File: src/rtl/dmem_arbiter_if.sv
// Request/response/memory bundle for dmem_arbiter; port p of each packed
// request field occupies its p-th slice.
interface dmem_arbiter_if #(
  parameter int MEM_AW = 5
);
  logic [1:0]        req_valid;
  logic [1:0]        req_ready;
  logic [1:0]        req_we;
  logic [5:0]        req_funct3;
  logic [63:0]       req_addr;
  logic [63:0]       req_wdata;
  logic [1:0]        rsp_valid;
  logic [31:0]       rsp_rdata;
  logic              rsp_err;
  logic              mem_we;
  logic [MEM_AW-1:0] mem_addr;
  logic [31:0]       mem_wd;
  logic [31:0]       mem_rd;
  logic              busy;

  modport slave (
    input  req_valid, req_we, req_funct3, req_addr, req_wdata, mem_rd,
    output req_ready, rsp_valid, rsp_rdata, rsp_err, mem_we, mem_addr, mem_wd, busy
  );

  modport master (
    output req_valid, req_we, req_funct3, req_addr, req_wdata, mem_rd,
    input  req_ready, rsp_valid, rsp_rdata, rsp_err, mem_we, mem_addr, mem_wd, busy
  );
endinterface

File: src/rtl/dmem_arbiter.sv
// Two-port round-robin DataMemory sequencer: RISC-V loads with extension,
// sub-word stores as read-modify-write. Optional macro: DMEM_BOUNDS_CHECK_EN.
module dmem_arbiter #(
  parameter int MEM_AW = 5
) (
  input logic           CLK,
  input logic           RST,
  dmem_arbiter_if.slave bus
);

  typedef enum logic [1:0] {S_IDLE, S_ACCESS, S_WRITE, S_RESP} state_t;

  state_t              r_state;
  logic                r_last_grant;
  logic                r_grant;
  logic                r_we;
  logic [2:0]          r_f3;
  logic [MEM_AW+1:0]   r_addr;
  logic [31:0]         r_wdata;
  logic [31:0]         r_merge;
  logic [31:0]         r_rdata;
  logic                r_err;

  logic                w_grant_any;
  logic                w_grant;
  logic [2:0]          w_sel_f3;
  logic [MEM_AW+1:0]   w_sel_addr;
  logic [31:0]         w_sel_wdata;
  logic                w_f3_ok;
  logic                w_misal;
  logic                w_oob;
  logic                w_err;
  logic                w_is_sw;
  logic [31:0]         w_shift;
  logic [31:0]         w_load;
  logic [31:0]         w_merged;

  always_comb begin
    w_grant_any = 1'b0;
    w_grant     = 1'b0;
    if (r_state == S_IDLE) begin
      case (bus.req_valid)
        2'b01:   begin w_grant_any = 1'b1; w_grant = 1'b0;          end
        2'b10:   begin w_grant_any = 1'b1; w_grant = 1'b1;          end
        2'b11:   begin w_grant_any = 1'b1; w_grant = ~r_last_grant; end
        default: begin w_grant_any = 1'b0; w_grant = 1'b0;          end
      endcase
    end
  end

  assign bus.req_ready = w_grant_any ? (w_grant ? 2'b10 : 2'b01) : 2'b00;

  assign w_sel_f3    = w_grant ? bus.req_funct3[5:3] : bus.req_funct3[2:0];
  assign w_sel_addr  = w_grant ? bus.req_addr[32 +: MEM_AW+2] : bus.req_addr[0 +: MEM_AW+2];
  assign w_sel_wdata = w_grant ? bus.req_wdata[63:32] : bus.req_wdata[31:0];

`ifdef DMEM_BOUNDS_CHECK_EN
  // Upper address bits are judged at accept time so only the flag is kept.
  logic r_oob;
  logic w_sel_oob;
  assign w_sel_oob = w_grant ? (|bus.req_addr[63:MEM_AW+34]) : (|bus.req_addr[31:MEM_AW+2]);
  always_ff @(posedge CLK or posedge RST) begin
    if (RST)
      r_oob <= 1'b0;
    else if (w_grant_any)
      r_oob <= w_sel_oob;
  end
  assign w_oob = r_oob;
`else
  assign w_oob = 1'b0;
`endif

  always_comb begin
    if (r_we)
      w_f3_ok = (r_f3 == 3'b000) || (r_f3 == 3'b001) || (r_f3 == 3'b010);
    else
      w_f3_ok = (r_f3 == 3'b000) || (r_f3 == 3'b001) || (r_f3 == 3'b010) ||
                (r_f3 == 3'b100) || (r_f3 == 3'b101);
  end

  assign w_misal = ((r_f3[1:0] == 2'b01) && r_addr[0]) ||
                   ((r_f3[1:0] == 2'b10) && (r_addr[1:0] != 2'b00));
  assign w_err   = !w_f3_ok || w_misal || w_oob;
  assign w_is_sw = r_we && (r_f3 == 3'b010) && !w_err;

  assign w_shift = bus.mem_rd >> {r_addr[1:0], 3'b000};

  always_comb begin
    case (r_f3)
      3'b000:  w_load = {{24{w_shift[7]}}, w_shift[7:0]};
      3'b001:  w_load = {{16{w_shift[15]}}, w_shift[15:0]};
      3'b100:  w_load = {24'd0, w_shift[7:0]};
      3'b101:  w_load = {16'd0, w_shift[15:0]};
      default: w_load = w_shift;
    endcase
  end

  always_comb begin
    w_merged = bus.mem_rd;
    if (r_f3[0]) begin
      if (r_addr[1]) w_merged[31:16] = r_wdata[15:0];
      else           w_merged[15:0]  = r_wdata[15:0];
    end else begin
      case (r_addr[1:0])
        2'd0:    w_merged[7:0]   = r_wdata[7:0];
        2'd1:    w_merged[15:8]  = r_wdata[7:0];
        2'd2:    w_merged[23:16] = r_wdata[7:0];
        default: w_merged[31:24] = r_wdata[7:0];
      endcase
    end
  end

  always_ff @(posedge CLK or posedge RST) begin
    if (RST) begin
      r_state      <= S_IDLE;
      r_last_grant <= 1'b1;
      r_grant      <= 1'b0;
      r_we         <= 1'b0;
      r_f3         <= '0;
      r_addr       <= '0;
      r_wdata      <= '0;
      r_merge      <= '0;
      r_rdata      <= '0;
      r_err        <= 1'b0;
    end else begin
      case (r_state)
        S_IDLE: begin
          if (w_grant_any) begin
            r_grant      <= w_grant;
            r_last_grant <= w_grant;
            r_we         <= bus.req_we[w_grant];
            r_f3         <= w_sel_f3;
            r_addr       <= w_sel_addr;
            r_wdata      <= w_sel_wdata;
            r_state      <= S_ACCESS;
          end
        end
        S_ACCESS: begin
          r_err <= w_err;
          if (w_err || r_we) r_rdata <= '0;
          else               r_rdata <= w_load;
          // Sub-word stores take the extra WRITE cycle with the merged word.
          if (!w_err && r_we && (r_f3 != 3'b010)) begin
            r_merge <= w_merged;
            r_state <= S_WRITE;
          end else begin
            r_state <= S_RESP;
          end
        end
        S_WRITE: r_state <= S_RESP;
        default: r_state <= S_IDLE;
      endcase
    end
  end

  assign bus.mem_addr  = r_addr[MEM_AW+1:2];
  assign bus.mem_we    = ((r_state == S_ACCESS) && w_is_sw) || (r_state == S_WRITE);
  assign bus.mem_wd    = (r_state == S_WRITE) ? r_merge :
                         ((r_state == S_ACCESS) && w_is_sw) ? r_wdata : '0;
  assign bus.rsp_valid = (r_state == S_RESP) ? (r_grant ? 2'b10 : 2'b01) : 2'b00;
  assign bus.rsp_rdata = r_rdata;
  assign bus.rsp_err   = r_err;
  assign bus.busy      = (r_state != S_IDLE);

endmodule

File: src/flat_wrapper.sv
// flat-port wrapper written by rule: the top's interface ports become plain ports
module dmem_arbiter_flat 
#(
  parameter int MEM_AW = 5
)
  (CLK, RST, bus_req_valid, bus_req_we, bus_req_funct3, bus_req_addr, bus_req_wdata, bus_mem_rd, bus_req_ready, bus_rsp_valid, bus_rsp_rdata, bus_rsp_err, bus_mem_we, bus_mem_addr, bus_mem_wd, bus_busy);
  dmem_arbiter_if #(.MEM_AW(MEM_AW)) bus_i ();
  input logic CLK;
  input logic RST;
  input wire logic [$bits(bus_i.req_valid)-1:0] bus_req_valid;
  input wire logic [$bits(bus_i.req_we)-1:0] bus_req_we;
  input wire logic [$bits(bus_i.req_funct3)-1:0] bus_req_funct3;
  input wire logic [$bits(bus_i.req_addr)-1:0] bus_req_addr;
  input wire logic [$bits(bus_i.req_wdata)-1:0] bus_req_wdata;
  input wire logic [$bits(bus_i.mem_rd)-1:0] bus_mem_rd;
  output wire logic [$bits(bus_i.req_ready)-1:0] bus_req_ready;
  output wire logic [$bits(bus_i.rsp_valid)-1:0] bus_rsp_valid;
  output wire logic [$bits(bus_i.rsp_rdata)-1:0] bus_rsp_rdata;
  output wire logic [$bits(bus_i.rsp_err)-1:0] bus_rsp_err;
  output wire logic [$bits(bus_i.mem_we)-1:0] bus_mem_we;
  output wire logic [$bits(bus_i.mem_addr)-1:0] bus_mem_addr;
  output wire logic [$bits(bus_i.mem_wd)-1:0] bus_mem_wd;
  output wire logic [$bits(bus_i.busy)-1:0] bus_busy;
  assign bus_i.req_valid = bus_req_valid;
  assign bus_i.req_we = bus_req_we;
  assign bus_i.req_funct3 = bus_req_funct3;
  assign bus_i.req_addr = bus_req_addr;
  assign bus_i.req_wdata = bus_req_wdata;
  assign bus_i.mem_rd = bus_mem_rd;
  assign bus_req_ready = bus_i.req_ready;
  assign bus_rsp_valid = bus_i.rsp_valid;
  assign bus_rsp_rdata = bus_i.rsp_rdata;
  assign bus_rsp_err = bus_i.rsp_err;
  assign bus_mem_we = bus_i.mem_we;
  assign bus_mem_addr = bus_i.mem_addr;
  assign bus_mem_wd = bus_i.mem_wd;
  assign bus_busy = bus_i.busy;
  dmem_arbiter #(.MEM_AW(MEM_AW)) u_core (.CLK(CLK), .RST(RST), .bus(bus_i));
endmodule
File: config.mk
export PLATFORM = sky130hd
export DESIGN_NAME = dmem_arbiter_flat
export DESIGN_NICKNAME = d
export VERILOG_FILES = /design/src/rtl/dmem_arbiter_if.sv /design/src/rtl/dmem_arbiter.sv /design/src/flat_wrapper.sv
export SDC_FILE = /design/constraint.sdc
export NUM_CORES = 1
export LEC_CHECK = 0
export ABC_AREA = 1
export CAP_MARGIN = 20
export CORE_ASPECT_RATIO = 1.4
export CORE_UTILIZATION = 42
export DETAILED_ROUTE_END_ITERATION = 7
export PLACE_DENSITY = 0.83
export RECOVER_POWER = 50
export SLEW_MARGIN = 20
export SYNTH_ARGS = -nofsm -noshare
export SYNTH_HDL_FRONTEND = slang
export SYNTH_SLANG_ARGS = --single-unit
export TNS_END_PERCENT = 5
File: constraint.sdc
create_clock -name CLK -period 4.5 [get_ports CLK]
set_input_delay 0.675 -clock CLK [delete_from_list [all_inputs] [get_ports CLK]]
set_output_delay 0.675 -clock CLK [all_outputs]
set_load 0.005 [all_outputs]
==> flow_summary.ini, run 1 <==
[clock_tree]
clk_path_buf_depth = 2
hold_buffers = 0
path_clk_slew_ns = 0.07
numClockSinks = 112
cts_resized = 0
cts_buffers = 9
cts_setup_buffers = 0
clk_latency_ns = 0.36
root_buffer = clkbuf_16
cts_tree = built
htreeDepth = 3

[sta]
hold_violations = 0
period_share_pct = 84.9
drv_slew = 159
fin_setup_tns_ns = 0
slew_headroom_pct = -83.0
setup_viol = 0
fmax_ghz = 0.262
finalClockSkew_ns = 0.0102
min_period_ns = 3.82
rsz0062_at_grt = false
tightest_slew_ns = 2.74

[route]
ant_nets = 0
drc_errors = 0
drt_iter0_drc = 589
vias = 7195
wirelength_mm = 22.4
wl_per_cell_um = 16.7
viasPerCell = 5.37
drtPass1Iterations = 5

[run]
maxCapViolations = 2

[global_routing]
grt_overflow_total = 0
grt_max_degree = 113
grt_pass1_vias = 6746
grt_usage_pct = 27.2
antenna_found_initial = 0
grt_pass1_wl_mm = 34.9

[finish]
drive_gt1_share_pct = 4.11
layout_commonest_cell = nand2_1
area_growth_pct = 32.0
layout.nets = 1316
num-fill-cells = 1486
num_antenna_cells = 0
final_cell_mix = 335 x nand2_1, 184 x o21ai_0, 162 x clkdlybuf4s50_1, 111 x dfrtp_1, 98 x nor2_1

[power]
p_per_area_mw_per_mm2 = 642
power_mw = 5.76
power_leakage_nw = 4.28
vdd_drop_max_uv = 319

[place]
portBuffers = 197
dp_hpwl_mm = 16.2
place_congestion = 0.911

[setup_path]
critical_path.max_fanout = 33
end_kind = output port
max_stage_delay_ns = 0.59
critPathKind = flop to output port
cp-start-kind = flop
cp.arrival_ns = 3.15
path_cells = inv_1 > nand3_1 > nand2_1 > inv_2 > nand3_1 > inv_2 > nand2_2 > o21ai_0 > clkdlybuf4s50_1
cp.required_ns = 3.83
crit_slowest_cell = clkdlybuf4s50_1

[logic_synthesis]
yosys.area_share.simple_pct = 27.3
synth_top_family_by_area = simple AND/OR/NAND/NOR gates
muxShareOfSynthArea_pct = 0
synth.net_count = 1169
syn_inst = 992
synth_xor_area_share_pct = 0
avgSynthCellArea_um2 = 6.85
yosysSeqAreaShare_pct = 41.2
synth-adder-area-share_pct = 0.920
synth_compound_area_share_pct = 21.6
yosys_warnings = 0
syn_area_mm2 = 0.00680
synth_seq_cells = 112
synth.distinct_cells = 32

[min_path]
hp-class = flop to flop

[floorplanning]
die_y_um = 153
io_pins = 248
die_area_mm2 = 0.0167
initial_core_util_pct = 43.4
die_w_um = 110
rows = 54
core_area_mm2 = 0.0157

[status]
violations = capacitance limit, slew limit
status = finished with violations
[per-layer routing]
metal / track usage, % / wire (µm)
met2: 44.3 / 10800
met4: 15.2 / 1250
met1: 33.8 / 8790
met5: 0 / 0
met3: 4.66 / 1480
[critical path: cells and delay by family, from the launching register on]
family,cells,cell delay [ns]
buffers and inverters,4,1.08
and+or+nand+nor,4,0.61
DFF,1,0.58
AOI/OAI and AO/OA,1,0.49
[through the flow]
stage	instances	util, %	worst slack, ns	area (µm²)	hold WS, ns
5_1_grt	1340	57.3	0.475	8980	0.493
3_3_place_gp	1324	55.6	1.22	8720	0.454
2_1_floorplan	992	-	0.868	6800	0.442
6_report	1340	57.3	0.678	8980	0.464
4_1_cts	1340	57.4	0.833	9000	0.466
3_5_place_dp	1324	55.6	1.23	8720	0.454
[flip-flops by register name, indices dropped and copies added, names as in the netlist]
signal	cells
u_core.r_f3	3
u_core.r_grant	1
u_core.r_addr	7
u_core.r_merge	32
u_core.r_we	1
u_core.r_state	2
u_core.r_last_grant	1
u_core.bus.rsp_rdata	32
u_core.bus.rsp_err	1
u_core.r_wdata	32
[synth_stat cells]
cell type | n | area share, %
a21oi_1 | 40 | 2.9
clkbuf_1 | 33 | 1.8
o21ai_2 | 1 | 0.13
nand2_2 | 6 | 0.55
inv_1 | 52 | 2.9
nand3_4 | 1 | 0.26
nand3_2 | 2 | 0.29
buf_2 | 19 | 1.4
o21ai_1 | 11 | 0.81
dfstp_2 | 1 | 0.39
o21ai_0 | 184 | 14
nor2_2 | 1 | 0.092
a22oi_1 | 6 | 0.66
o31ai_1 | 5 | 0.55
inv_2 | 8 | 0.44
nor2_1 | 98 | 5.4
nor2_8 | 1 | 0.29
o22ai_1 | 24 | 2.2
buf_6 | 8 | 1.3
a31oi_1 | 2 | 0.18
nor3_1 | 2 | 0.15
nand4_2 | 1 | 0.18
nor2_4 | 1 | 0.17
o211ai_1 | 4 | 0.44
nor4_1 | 1 | 0.092
nand3_1 | 18 | 1.3
a21oi_2 | 1 | 0.13
ha_1 | 5 | 0.92
dfrtp_1 | 111 | 41
buf_1 | 1 | 0.055
buf_4 | 9 | 0.99
nand2_1 | 335 | 18
[worst paths after layout]
check,endpoint,start,slack (ns),cells after the start
worst max register to register,u_core.r_wdata[17],u_core.r_state[0],1.60,6
worst max-delay path,bus_mem_wd[2],u_core.r_f3[1],0.68,9
max in group asynchronous,u_core.bus.rsp_rdata[23],RST,1.09,3
worst min-delay path,u_core.r_last_grant,u_core.r_last_grant,0.46,2
min in group asynchronous,u_core.bus.rsp_rdata[6],RST,1.78,3
worst min register to register,u_core.r_last_grant,u_core.r_last_grant,0.46,2
[logic make-up (layout without fill, tap and decap cells)]
| family | count (synthesis) | in the layout |
|---|---|---|
| AND/OR/NAND/NOR | 467 | 467 |
| AO/OA/AOI/OAI | 278 | 278 |
| buffers and inverters | 130 | 282 |
| flip-flops | 112 | 112 |
| adder cells (fa/ha/maj) | 5 | 5 |
[report_power, final]
group / internal [mW] / leakage, nW / switching [mW]
clock: 0.405 / 0.141 / 0.388
sequential: 1.47 / 1.40 / 0.354
combinational: 1.23 / 2.73 / 1.92
[area by class of cell]
| class | count | area, µm² | area share, % |
|---|---|---|---|
| inverter | 60 | 226 | 2.52 |
| timing repair buffer | 206 | 2030 | 22.7 |
| clock inverter | 5 | 31.3 | 0.348 |
| sequential | 112 | 2800 | 31.2 |
| multi-input combinational | 750 | 3380 | 37.7 |
| tap | 196 | 245 | 2.73 |
| clock buffer | 11 | 253 | 2.82 |
(Power assumes the default switching activity.)
==> run 2: changes to the inputs <==
CORE_UTILIZATION = 41   (was 42)
PLACE_DENSITY = 0.85   (was 0.83)
clock period = 3.49 ns   (was 4.5 ns; I/O delays follow)
==> flow_summary.ini, run 2 (synthesis gave the netlist of run 1 again) <==
[global_routing]
grt_max_degree = 65
grt_usage_pct = 26.3
grt_pass1_vias = 6782
grt_overflow_total = 0
antenna_found_initial = 0
grt_pass1_wl_mm = 35.7

[status]
status = finished with violations
violations = capacitance limit, slew limit

[sta]
finalClockSkew_ns = 0.00530
tightest_slew_ns = 2.14
period_share_pct = 93.1
slew_headroom_pct = -42.6
rsz0062_at_grt = false
fmax_ghz = 0.308
drv_slew = 98
setup_viol = 0
min_period_ns = 3.25
hold_violations = 0
fin_setup_tns_ns = 0

[clock_tree]
root_buffer = clkbuf_16
htreeDepth = 3
path_clk_slew_ns = 0.08
numClockSinks = 112
cts_tree = built
clk_latency_ns = 0.35
hold_buffers = 0
clk_path_buf_depth = 2
cts_buffers = 9

[run]
maxCapViolations = 2

[floorplanning]
rows = 55
core_area_mm2 = 0.0162
die_area_mm2 = 0.0171
die_w_um = 111
initial_core_util_pct = 42.0
io_pins = 248
die_y_um = 154

[route]
wirelength_mm = 22.2
vias = 7212
ant_nets = 0
drtPass1Iterations = 5
viasPerCell = 5.36
drt_iter0_drc = 626
wl_per_cell_um = 16.5
drc_errors = 0

[finish]
num-fill-cells = 1492
num_antenna_cells = 0
drive_gt1_share_pct = 4.28
final_cell_mix = 335 x nand2_1, 184 x o21ai_0, 161 x clkdlybuf4s50_1, 110 x dfrtp_1, 98 x nor2_1
regArea_mm2 = 0.00281
fin_area_mm2 = 0.00904
multiInputGateArea_mm2 = 0.00338
area_growth_pct = 33.0
layout_commonest_cell = nand2_1
layout.nets = 1319

[setup_path]
critical_path.max_fanout = 18
crit_family = buffers and inverters
cp.required_ns = 2.97
max_stage_delay_ns = 0.60
end_kind = output port
path_common_cell = inv_1
crit_slowest_cell = clkdlybuf4s50_1
cp-start-kind = flop
crit_buf_inv = 3
cp.arrival_ns = 2.73
critPathKind = flop to output port
r2r_slack_ns = 0.59
path_cells = inv_1 > ha_1 > inv_1 > nand2_1 > o21ai_0 > clkdlybuf4s50_1

[power]
p_sw_share_pct = 45.5
power_leakage_nw = 4.31
switchingPower_mw = 3.40
combPwrFrac_pct = 54.7
p_per_area_mw_per_mm2 = 828
internal_power_mw = 4.09
clock_power_share_pct = 14.2
power_frac_seq_pct = 31.1
vdd_drop_max_uv = 491

[place]
dp_hpwl_mm = 16.2
place_congestion = 0.960
place_area_mm2 = 0.00876
portBuffers = 197

[min_path]
hp-class = flop to flop
## run 2: power by group through the flow
| stage | registers, mW | clock network [mW] | logic [mW] |
|---|---|---|---|
| final | 2.33 | 1.06 | 4.10 |
| after global routing | 2.42 | 1.13 | 4.59 |
| after CTS | 2.32 | 1.08 | 4.14 |
| after detailed placement | 2.34 | 0 | 4.12 |
| after global placement | 2.32 | 0 | 4.04 |
| after floorplan | 2.21 | 0 | 2.69 |
## run 2: area by class of cell
type	instances	area share [%]
Inverter	60	2.49
Timing Repair Buffer	209	23.0
Multi-Input combinational cell	750	37.4
Clock buffer	11	2.68
Sequential cell	112	31.0
Tap cell	199	2.75
Clock inverter	4	0.595
## run 2: worst paths after layout
path / from / to / cells after the start
worst max register to register: u_core.r_state[0] / u_core.r_addr[1] / 6
worst min register to register: u_core.r_merge[11] / u_core.r_merge[11] / 2
worst min-delay path: u_core.r_merge[11] / u_core.r_merge[11] / 2
max in group asynchronous: RST / u_core.r_f3[1] / 2
worst max-delay path: u_core.r_state[0] / bus_mem_wd[3] / 6
min in group asynchronous: RST / u_core.bus.rsp_rdata[5] / 2
## run 2: timing repair
| item | CTS | global route |
|---|---|---|
| buffers inserted | 0 | 0 |
| endpoints found under the setup margin | 0 | 1 |
| gates resized for setup | 0 | 1 |
## run 2: per-stage QoR
stage | setup WS, ns | util, % | total power [mW] | cells | hold slack (ns)
2_1_floorplan | 0.00915 | - | 4.90 | 992 | 0.442
3_3_place_gp | 0.611 | 54.1 | 6.36 | 1330 | 0.455
3_5_place_dp | 0.579 | 54.1 | 6.46 | 1330 | 0.460
4_1_cts | 0.197 | 56.0 | 7.55 | 1345 | 0.476
5_1_grt | 0.0854 | 55.9 | 8.14 | 1345 | 0.495
6_report | 0.239 | 55.9 | 7.49 | 1345 | 0.475
## run 2: layer usage
| metal | GRT usage (%) | up-vias | part of all wire, % |
|---|---|---|---|
| met5 | 0 | - | 0 |
| met4 | 15.6 | 0 | 5.7 |
| met3 | 4.39 | 71 | 5.8 |
| met1 | 32.9 | 3321 | 41 |
| met2 | 42.9 | 300 | 48 |
| li1 | - | 3520 | - |
## run 2: tightest hold or removal path, stage by stage (launching register included)
cell and delay [ns]:
dfrtp_1 0.34, nand2_1 0.05, nand2_1 0.05
